**config.mk**
```make
export PLATFORM = sky130hd
export DESIGN_NAME = uart_rx_frame
export DESIGN_NICKNAME = d
export VERILOG_FILES = /design/src/rtl/uart_pkg.sv /design/src/rtl/uart_sync_2ff.sv /design/src/rtl/uart_rx_frame.sv
export SDC_FILE = /design/constraint.sdc
export NUM_CORES = 1
export LEC_CHECK = 0
export BUFFER_PORTS_ARGS = -buffer_cell sky130_fd_sc_hd__clkbuf_2
export CAP_MARGIN = 20
export CORE_MARGIN = 5
export CORE_UTILIZATION = 50
export CTS_CLUSTER_SIZE = 28
export DETAILED_ROUTE_END_ITERATION = 6
export PLACE_DENSITY = 0.68
export SYNTH_ARGS = -nofsm -noshare
export SYNTH_HDL_FRONTEND = slang
export SYNTH_SLANG_ARGS = --single-unit
```
**constraint.sdc**
```tcl
create_clock -name sys_clk -period 2.2 [get_ports sys_clk]
set_input_delay 0.22 -clock sys_clk [delete_from_list [all_inputs] [get_ports sys_clk]]
set_output_delay 0.22 -clock sys_clk [all_outputs]
set_load 0.1 [all_outputs]
```
**src/rtl/uart_pkg.sv**
```systemverilog
// Shared UART definitions: FSM state encoding, frame constants and a 2-of-3
// majority helper, used by both the transmitter and the receiver.
package uart_pkg;

    typedef enum logic [1:0] {
        IDLE  = 2'd0,
        START = 2'd1,
        DATA  = 2'd2,
        STOP  = 2'd3
    } uart_state_t;

    localparam int unsigned DATA_BITS = 8;
    localparam logic        START_BIT = 1'b0;
    localparam logic        STOP_BIT  = 1'b1;

    function automatic logic maj3(input logic a, input logic b, input logic c);
        return (a & b) | (a & c) | (b & c);
    endfunction

endpackage

```
**src/rtl/uart_sync_2ff.sv**
```systemverilog
// Two-flop synchronizer for a single asynchronous bit; resets to 1 so an idle
// high line produces no spurious edge when reset is released.
module uart_sync_2ff (
    input  logic sys_clk,
    input  logic sys_rst_n,
    input  logic d,
    output logic q
);

    logic meta;

    // Two-stage metastability filter.
    always_ff @(posedge sys_clk or negedge sys_rst_n) begin
        if (!sys_rst_n) begin
            meta <= 1'b1;
            q    <= 1'b1;
        end else begin
            meta <= d;
            q    <= meta;
        end
    end

endmodule

```
**src/rtl/uart_rx_frame.sv**
```systemverilog
// UART receiver: 1 start, 8 data (LSB first), 1 stop, no parity.
// Define RX_MAJORITY_EN to take each START/DATA/STOP sample as the 2-of-3
// majority of the synchronized line at counts N-2, N-1 and N; output timing
// is the same in either build.
module uart_rx_frame
    import uart_pkg::*;
#(
    parameter int unsigned UART_BPS = 9600,
    parameter int unsigned CLK_FREQ = 50_000_000
) (
    input  logic                 sys_clk,
    input  logic                 sys_rst_n,
    input  logic                 rx,
    output logic [DATA_BITS-1:0] rx_data,
    output logic                 rx_flag,
    output logic                 rx_frame_err,
    output logic                 rx_busy
);

    localparam int unsigned BAUD_CNT_MAX = CLK_FREQ / UART_BPS;
    localparam int unsigned HALF_CNT     = BAUD_CNT_MAX / 2;
    localparam logic [15:0] BIT_SAMPLE   = 16'(BAUD_CNT_MAX - 1);
    localparam logic [15:0] START_SAMPLE = 16'(HALF_CNT - 1);

    uart_state_t          state, state_next;
    logic                 rx_sync;
    logic                 rx_d;
    logic                 start_edge;
    logic [15:0]          baud_cnt;
    logic [2:0]           bit_cnt;
    logic [DATA_BITS-1:0] shift_reg;
    logic                 sample_pt;
    logic                 sample_bit;

    uart_sync_2ff u_sync (
        .sys_clk   (sys_clk),
        .sys_rst_n (sys_rst_n),
        .d         (rx),
        .q         (rx_sync)
    );

    // Previous synchronized value, used for falling-edge detection.
    always_ff @(posedge sys_clk or negedge sys_rst_n) begin
        if (!sys_rst_n) rx_d <= 1'b1;
        else            rx_d <= rx_sync;
    end

    assign start_edge = rx_d & ~rx_sync;

`ifdef RX_MAJORITY_EN
    logic rx_d2;

    // Second history tap so the vote spans counts N-2, N-1 and N.
    always_ff @(posedge sys_clk or negedge sys_rst_n) begin
        if (!sys_rst_n) rx_d2 <= 1'b1;
        else            rx_d2 <= rx_d;
    end

    assign sample_bit = maj3(rx_d2, rx_d, rx_sync);
`else
    assign sample_bit = rx_sync;
`endif

    // Sample point: half bit in START, mid-bit in DATA and STOP.
    always_comb begin
        sample_pt = 1'b0;
        case (state)
            START:       sample_pt = (baud_cnt == START_SAMPLE);
            DATA, STOP:  sample_pt = (baud_cnt == BIT_SAMPLE);
            default:     sample_pt = 1'b0;
        endcase
    end

    // State register.
    always_ff @(posedge sys_clk or negedge sys_rst_n) begin
        if (!sys_rst_n) state <= IDLE;
        else            state <= state_next;
    end

    // Next-state logic.
    always_comb begin
        state_next = state;
        case (state)
            IDLE:  if (start_edge) state_next = START;
            START: if (sample_pt)  state_next = (sample_bit == START_BIT) ? DATA : IDLE;
            DATA:  if (sample_pt && bit_cnt == 3'(DATA_BITS - 1)) state_next = STOP;
            STOP:  if (sample_pt)  state_next = IDLE;
            default: state_next = IDLE;
        endcase
    end

    assign rx_busy = (state != IDLE);

    // Every sample point either changes state or wraps a DATA bit, so clearing
    // on sample_pt (and holding 0 in IDLE) clears the counter on every state entry.
    always_ff @(posedge sys_clk or negedge sys_rst_n) begin
        if (!sys_rst_n)                       baud_cnt <= '0;
        else if (state == IDLE || sample_pt)  baud_cnt <= '0;
        else                                  baud_cnt <= baud_cnt + 16'd1;
    end

    // Data bit counter and LSB-first shift register.
    always_ff @(posedge sys_clk or negedge sys_rst_n) begin
        if (!sys_rst_n) begin
            bit_cnt   <= '0;
            shift_reg <= '0;
        end else if (state != DATA) begin
            bit_cnt   <= '0;
        end else if (sample_pt) begin
            bit_cnt   <= bit_cnt + 3'd1;
            shift_reg <= {sample_bit, shift_reg[DATA_BITS-1:1]};
        end
    end

    // Frame result: load byte and pulse flag on a good stop bit, else pulse error.
    always_ff @(posedge sys_clk or negedge sys_rst_n) begin
        if (!sys_rst_n) begin
            rx_data      <= '0;
            rx_flag      <= 1'b0;
            rx_frame_err <= 1'b0;
        end else begin
            rx_flag      <= 1'b0;
            rx_frame_err <= 1'b0;
            if (state == STOP && sample_pt) begin
                if (sample_bit == STOP_BIT) begin
                    rx_data <= shift_reg;
                    rx_flag <= 1'b1;
                end else begin
                    rx_frame_err <= 1'b1;
                end
            end
        end
    end

endmodule

```
After elaboration in Yosys (flattened, before gate mapping):

Index checks and enable logic that the tools add are counted.

* $add $sub $neg: 2
* eq/ne operators: 11
* multiplexer cells: 14
* bitwise gates (word level): 3
* reduce and logical (&&, ||, !) cells: 10

Operator list (number)
* adder 16 x 1 -> 16 bit (second input constant): 1
* == test 16 x 12 -> 1 bit (second input constant): 1
* == test 16 x 13 -> 1 bit (second input constant): 1
* two-way mux 16 bit: 1
* two-way mux 2 bit: 5
* != test 2 bit (second input constant): 5
* case mux 2 bit (4 select lines): 1
* two-way mux 3 bit: 2
* == test 2 bit (second input constant): 2
* two-way mux 1 bit: 4
* AND reduction 2 bit: 2
* AND reduction 4 bit: 1
* nonzero test 2 bit: 2
* adder 3 x 1 -> 3 bit (second input constant): 1
* == test 3 bit (second input constant): 1
* == test 2 x 1 -> 1 bit (second input constant): 1
* logical AND 1 bit: 2
* zero test 2 bit: 1
* NOT 1 bit: 2
* case mux 1 bit (2 select lines): 1
* OR reduction 2 bit: 1
* bitwise AND 1 bit: 1
* logical OR 1 bit: 1

* flip-flop bits (word level): 42
* output and inout bits: 11
* logic and storage cells: 50

Logic depth before layout (Yosys ltp):

Gate-level depths: netlist of the first run.

* word-level depth: 6
* depth in mapped cells: 6
* gate-level depth less buffers: 5

By module:

Synthesis of the first run repeated with hierarchy kept, for this count alone.

* cells, all modules: 161
* area total of the unflattened synthesis: 1913.1 um^2

Modules (own cells, without submodules)
* uart_rx_frame: instances 1, cells each 159, area an instance 1860.5 um^2, seq. area each 1002.2 um^2
* uart_sync_2ff: instances 1, cells each 2, area an instance 52.6 um^2, seq. area each 52.6 um^2

Worst setup path before layout of the first run:

OpenSTA, ideal clock, no wires.

* path type: reg2out
* start: register with a tool-made name
* end: output rx_busy
* arrival time: 1.571 ns
* setup slack: 0.409 ns
* cell stages (with the launch flop): 5
* cell sequence: dfrtp_1 > buf_4 > nor2_1 > clkbuf_1 > inv_1

RTL lines
* end, declared: line uart_rx_frame.sv:17 `output logic rx_busy`

Final worst setup path of the first run:

* start: register baud_cnt[0]
* end: register rx_data[7]

* cells in the longest elaborated chain, start to end: 4
* elaborated cells between the ends (all ways): 5

Ends and longest elaborated chain
* start, declared: line uart_rx_frame.sv:29 `logic [15:0] baud_cnt;`
* start signal, assigned: line uart_rx_frame.sv:99 `else baud_cnt <= baud_cnt + 16'd1;`
* == test 16 x 13 -> 1 bit / == test 16 x 12 -> 1 bit (equally long branches): line uart_rx_frame.sv:69, uart_rx_frame.sv:68
* case mux 1 bit (2 select lines) *: line uart_rx_frame.sv:67 `case (state)`
* logical AND 1 bit *: line uart_rx_frame.sv:124 `if (state == STOP && sample_pt) begin`
* AND reduction 2 bit (no source line) *
* end signal, assigned: line uart_rx_frame.sv:126 `rx_data <= shift_reg;`
* end, declared: line uart_rx_frame.sv:14 `output logic [DATA_BITS-1:0] rx_data,`

Every way passes the cells marked *; elsewhere a longest branch is shown, timed or not.
A chain may end at the register's enable or synchronous reset.

==> key figures, run 1 <==
Status
  • Status: finished, final reports clean

Critical path
  • Worst Setup End Kind: register
  • Critical path origin: baud_cnt[0]
  • Stages on worst setup path: 5
  • Crit path arrival time: ~2.2 ns
  • Crit start category: register
  • Worst EP required: 2.38 ns
  • Worst R2R Path Depth: 5
  • WS Path Type: reg2reg
  • Worst Setup EP: rx_data[7]
  • Crit-path max cell delay: roughly 0.49 ns
  • Crit path buf inv count: 0
  • Cells along the critical path: ha_1, nor4b_2, nand4_1, a211o_1, mux2_4
  • Worst path slowest cell: a211o_1
  • Worst Path Max Fanout: 8
  • Worst path top cell family by delay: compound AO/OA/AOI/OAI gates
  • Worst reg-to-reg setup slack: 0.20 ns
  • Worst r2r src: baud_cnt[0]
  • Reg-to-Reg End: rx_data[7]

Floorplan
  • Die Area: about 0.0052 mm^2
  • Cell Rows: 22
  • I/O Pins: 14
  • Initial core utilization: 52.2%
  • Die X: 72.3 um
  • Die Y: 72.3 um
  • Core region area: ~0.0037 mm^2

Synthesis
  • Ys flop type: dfrtp_1
  • Post-Syn Instances: around 160
  • Synthesis Warnings: 0
  • Avg Cell Area, Syn: roughly 12 um^2
  • Number of synthesized flops with an enable pin: 0
  • Cell Area, Synth: 0.00194 mm^2
  • Async SR Flop Fraction: 100%
  • Flops & latches, synth: 42
  • Seq/Total Area, Yosys: 54.4%
  • Post-synth net total: 165
  • Synth cell types: 36

Layout
  • Most frequent cells in the layout: dfrtp_1 (39), nor3_1 (17), xnor2_1 (13), clkbuf_2 (13), nand2_1 (11)
  • Final non-filler cell area: 0.00218 mm^2
  • P&R area growth vs syn: 12.4%
  • Commonest non-fill, non-tap cell in the layout: dfrtp_1
  • ANT cells: 0
  • Max reg flops: 16
  • Nets: ~190
  • Layout cells sized above 1: between 20 and 30%
  • Util after Layout: a little under 60%
  • # fillers: 305

STA
  • Setup-failing EPs final: 0
  • Setup Skew: around 0.0057 ns
  • Setup TNS: 0 ns
  • Fmax: around 500 MHz
  • Max-slew headroom: 63.8%
  • Tcrit/Tclk final: 90.7%
  • Worst-Margin Slew: 0.545 ns
  • Slew Limit Fails: 0
  • RSZ-0062 raised after global routing: false
  • Hold Slack: 0.357 ns
  • Clock period minus final worst setup slack: 2.00 ns
  • Final Hold Vio Count: 0

Run
  • # Max-Cap Violations: 0

Routing
  • Initial drt markers: 66
  • First drt pass iteration count: 4
  • WL/cell: between 10 and 15 um
  • Detailed Route WL: 3320 um
  • DR vias/cell: 5.37
  • DR vias: ~1,200
  • Routed Antenna Nets: 0
  • Drt drc: 0

GRT
  • Initial antenna violation count: 0
  • First-pass GRT wire length: 5740 um
  • Total congestion overflow: 0
  • Total GRT Usage: 14.4%
  • Largest net degree at the start of global routing: between 40 and 50
  • Vias in the first global route: 1,211

Placement
  • DP HPWL: ~2300 um
  • Placed Area: 0.00208 mm^2
  • RD Place Congestion: 0.892
  • Number of I/O port buffers: 13

CTS
  • Clock sink count: 42
  • Worst-path clk slew: 0.07 ns
  • Post-CTS setup buffers: 0
  • Max clock buf depth: 2
  • TritonCTS clock tree: built
  • Num CTS Buffers: 5
  • CTS root buf: clkbuf_8
  • Clk Latency, worst-skew pair: 0.30 ns
  • H-tree levels: 2

Pwr
  • Leakage: 1.03 nW
  • Maximum VDD drop: 0.400 mV
  • Pwr Density: approximately 750 mW/mm^2

Min path
  • Hold Crit Class: reg2reg
## cells in the mapped netlist (3+ instances only)
library cell	count	area share (%)
nand2_1	11	2.1
nand3_1	6	1.5
mux2_2	9	5.2
mux2_4	8	6.2
nand4_1	5	1.6
mux2i_1	3	1.5
nor4_1	5	1.6
nor2_1	6	1.2
inv_1	5	0.97
nor3_1	17	4.4
dfstp_2	3	4.1
a211oi_1	3	1.2
xnor2_1	13	5.9
ha_1	3	1.9
dfrtp_1	39	50
## worst reg2reg max path: cells and delay by family (launching register included)
kind                       cells  cell delay, ns
AOI/OAI and AO/OA              1            0.49
and+or+nand+nor                2            0.43
DFF                            1            0.40
muxes                          1            0.37
adders and majority gates      1            0.22
## how the worst min path moves through the flow
stage	cells past startpoint	end	slack, ns	startpoint
after detailed placement	1	u_sync.meta	0.31	rx
final	0	u_sync.q	0.36	u_sync.meta
after global routing	0	u_sync.q	0.36	u_sync.meta
after floorplan	0	async pin	-0.08	sys_rst_n
after global placement	2	baud_cnt[7]	0.31	sys_rst_n
after CTS	0	u_sync.q	0.36	u_sync.meta
## cell type report
type                       instances  area, um^2  area share [%]
clock inverter                     2        10.0           0.459
inverter                           5        18.8           0.861
sequential                        42        1050            48.4
tap                               48        60.1            2.76
clock buffer                       6        72.6            3.33
multi-input combinational        106         826            37.9
timing repair buffer              22         138            6.31
## logic make-up after synthesis
kind of cell,after synthesis,share of synthesized area (%)
AO/OA/AOI/OAI,9,3.55
flip-flops,42,54.4
XOR/XNOR,14,6.32
adder cells (fa/ha/maj),3,1.94
buffers and inverters,11,3.03
multiplexers,20,13.0
AND/OR/NAND/NOR,60,17.8
## layer usage
layer / global-route usage [%] / up-vias / wire length (um)
met5: 0 / - / 0
met4: 7.52 / 0 / 83
met3: 3.46 / 8 / 134
met2: 21.1 / 25 / 1520
met1: 19.7 / 590 / 1590
li1: - / 618 / -
## power breakdown
group	total (mW)	switching (mW)	internal, mW
Sequential	0.937	0.0968	0.840
Combinational	0.226	0.118	0.108
Clock	0.474	0.254	0.220
Total	1.64	0.469	1.17
## metrics by stage
stage / total power [mW] / cells / setup slack, ns
after floorplan: 1.10 / 159 / 0.409
after global placement: 1.16 / 221 / 0.246
after detailed placement: 1.17 / 221 / 0.201
after CTS: 1.65 / 231 / 0.195
after global routing: 1.73 / 231 / 0.0932
final: 1.64 / 231 / 0.204
## repair_timing
action | CTS | global route
hold buffers | 2 | 0
endpoints found under the hold margin | 26 | 0
setup endpoints to repair | 0 | 0
resized for setup | 0 | 0
(Power assumes the default switching activity.)
==> run 2: changes to the inputs <==
CTS_BUF_LIST = sky130_fd_sc_hd__clkbuf_4   (was unset)
CTS_CLUSTER_SIZE = 25   (was 28)
==> run 2 against run 1 <==
Global-route usage decreased by 0.44 points. Critical path depth unchanged. Sequential share of layout area increased by 0.62 points. Die area unchanged. Non-clock buffer count unchanged. Final cell count unchanged.
==> key figures, run 2 (synthesized netlist as in run 1, its figures left out) <==
Placement
  • RD Place Congestion: 0.892 (unchanged)
  • DP HPWL: 2300 um (unchanged)
  • Number of I/O port buffers: 13 (unchanged)

Pwr
  • Net Sw Frac: 29.5% (was 28.7%)
  • Maximum VDD drop: 0.403 mV (was 0.400 mV)
  • Power share of the combinational group: 14.7% (was 13.8%)
  • Leakage: 1.02 nW (was 1.03 nW)
  • Clk pwr share: 24.3% (was 29.0%)
  • Pwr Density: 713 mW/mm^2 (was 751 mW/mm^2)
  • Pint: 1.08 mW (was 1.17 mW)
  • Flop pwr share: 61.0% (was 57.2%)
  • P_sw: 0.454 mW (was 0.469 mW)

CTS
  • Cts repair resizes: 0 (unchanged)
  • Clock sink count: 42 (unchanged)
  • Clk Latency, worst-skew pair: 0.35 ns (was 0.30 ns)
  • CTS Hold Bufs: 2 (unchanged)
  • Worst-path clk slew: 0.12 ns (was 0.07 ns)
  • TritonCTS clock tree: built (unchanged)
  • Max clock buf depth: 2 (unchanged)
  • Post-CTS setup buffers: 0 (unchanged)
  • CTS root buf: clkbuf_4 (was clkbuf_8)
  • Num CTS Buffers: 5 (unchanged)
  • H-tree levels: 2 (unchanged)

GRT
  • Initial antenna violation count: 0 (unchanged)
  • Largest net degree at the start of global routing: 43 (unchanged)
  • Total GRT Usage: 14.0% (was 14.4%)
  • Total congestion overflow: 0 (unchanged)
  • Vias in the first global route: 1,183 (was 1,211)
  • First-pass GRT wire length: 5620 um (was 5740 um)

Critical path
  • Stages on worst setup path: 5 (unchanged)
  • WS Path Type: reg2reg (unchanged)
  • Cells along the critical path: ha_1, nor4b_2, nand4_1, a211o_1, mux2_4 (unchanged)
  • Worst path slowest cell: a211o_1 (unchanged)
  • Worst Setup End Kind: register (unchanged)
  • Worst r2r src: baud_cnt[0] (unchanged)
  • Crit-path max cell delay: 0.49 ns (about the same)
  • Crit start category: register (unchanged)
  • Worst R2R Path Depth: 5 (unchanged)
  • Reg-to-Reg End: rx_data[0] (was rx_data[7])
  • Crit path arrival time: 2.26 ns (was 2.18 ns)
  • Worst reg-to-reg setup slack: 0.19 ns (was 0.20 ns)
  • Worst EP required: 2.44 ns (was 2.38 ns)
  • Worst path top cell family by delay: compound AO/OA/AOI/OAI gates (unchanged)
  • Worst Path Max Fanout: 8 (unchanged)
  • Crit path buf inv count: 0 (unchanged)

Layout
  • # fillers: 299 (was 305)
  • Commonest non-fill, non-tap cell in the layout: dfrtp_1 (unchanged)
  • Max reg flops: 16 (unchanged)
  • Layout cells sized above 1: 28.4% (was 27.9%)
  • P&R area growth vs syn: 11.0% (was 12.4%)
  • ANT cells: 0 (unchanged)
  • Most frequent cells in the layout: dfrtp_1 (39), nor3_1 (17), xnor2_1 (13), clkbuf_2 (13), nand2_1 (11) (unchanged)
  • Util after Layout: 57.9% (was 58.7%)
  • Nets: 188 (unchanged)

STA
  • Tcrit/Tclk final: 91.5% (was 90.7%)
  • Max-slew headroom: 63.9% (was 63.8%)
  • Setup-failing EPs final: 0 (unchanged)
  • Setup TNS: 0 ns (unchanged)
  • Worst-Margin Slew: 0.544 ns (was 0.545 ns)
  • Slew Limit Fails: 0 (unchanged)
  • RSZ-0062 raised after global routing: false (unchanged)
  • Clock period minus final worst setup slack: 2.01 ns (was 2.00 ns)
  • Setup Skew: 0.0109 ns (was 0.00571 ns)
  • Final Hold Vio Count: 0 (unchanged)
  • Fmax: 497 MHz (was 501 MHz)

Floorplan
  • I/O Pins: 14 (unchanged)
  • Initial core utilization: 52.2% (unchanged)
  • Die Area: 0.00522 mm^2 (unchanged)
  • Core region area: 0.00372 mm^2 (unchanged)
  • Die Y: 72.3 um (unchanged)
  • Die X: 72.3 um (unchanged)
  • Cell Rows: 22 (unchanged)

Routing
  • Routed Antenna Nets: 0 (unchanged)
  • DR vias: 1,250 (was 1,241)
  • DR vias/cell: 5.41 (was 5.37)
  • First drt pass iteration count: 4 (unchanged)
  • WL/cell: 14.3 um (was 14.4 um)
  • Detailed Route WL: 3300 um (was 3320 um)
  • Initial drt markers: 63 (was 66)
  • Drt drc: 0 (unchanged)

Min path
  • WHS Endpoint: u_sync.q (unchanged)
  • Hold Crit Class: reg2reg (unchanged)
  • Worst hold stages: 0 (unchanged)
  • Source of the worst hold timing path: u_sync.meta (unchanged)

Status
  • Status: finished, final reports clean (unchanged)

Run
  • # Max-Cap Violations: 0 (unchanged)
## run 2: power groups by stage
stage	sequential, mW	combinational, mW	clock, mW
3_5_place_dp	0.949	0.223	0
6_report	0.937	0.225	0.373
3_3_place_gp	0.946	0.215	0
2_1_floorplan	0.925	0.177	0
5_1_grt	0.950	0.260	0.420
4_1_cts	0.934	0.228	0.388
## run 2: how the worst max path moves through the flow
stage / start / endpoint
2_1_floorplan: register / rx_busy
3_3_place_gp: baud_cnt[0] / rx_data[7]
3_5_place_dp: baud_cnt[0] / rx_data[2]
4_1_cts: baud_cnt[0] / rx_data[2]
5_1_grt: baud_cnt[0] / rx_data[0]
6_report: baud_cnt[0] / rx_data[0]
## run 2: metrics by stage
stage	hold WS, ns	worst slack, ns	cells	power, mW	instance area [um^2]
floorplan	-0.0756	0.409	159	1.10	1940
global placement	0.307	0.246	221	1.16	2080
detailed placement	0.311	0.201	221	1.17	2080
CTS	0.365	0.193	231	1.55	2150
global route	0.368	0.0828	231	1.63	2150
finish	0.364	0.188	231	1.54	2150
## run 2: layer usage
| metal | wire, um | vias to the layer above | global-route usage [%] |
|---|---|---|---|
| met4 | 48 | 0 | 4.38 |
| met2 | 1540 | 24 | 21.3 |
| met1 | 1560 | 602 | 18.7 |
| met3 | 154 | 6 | 4.71 |
| met5 | 0 | - | 0 |
| li1 | - | 618 | - |
## run 2: final cells by class
cell class | instances | area, um^2 | share of cell area [%]
inverters | 5 | 18.8 | 0.872
multi-input cells | 106 | 826 | 38.4
clock buffers | 6 | 45.0 | 2.09
flip-flops and latches | 42 | 1050 | 49.0
repair buffers | 22 | 138 | 6.40
well taps | 48 | 60.1 | 2.79
clock inverters | 2 | 10.0 | 0.465
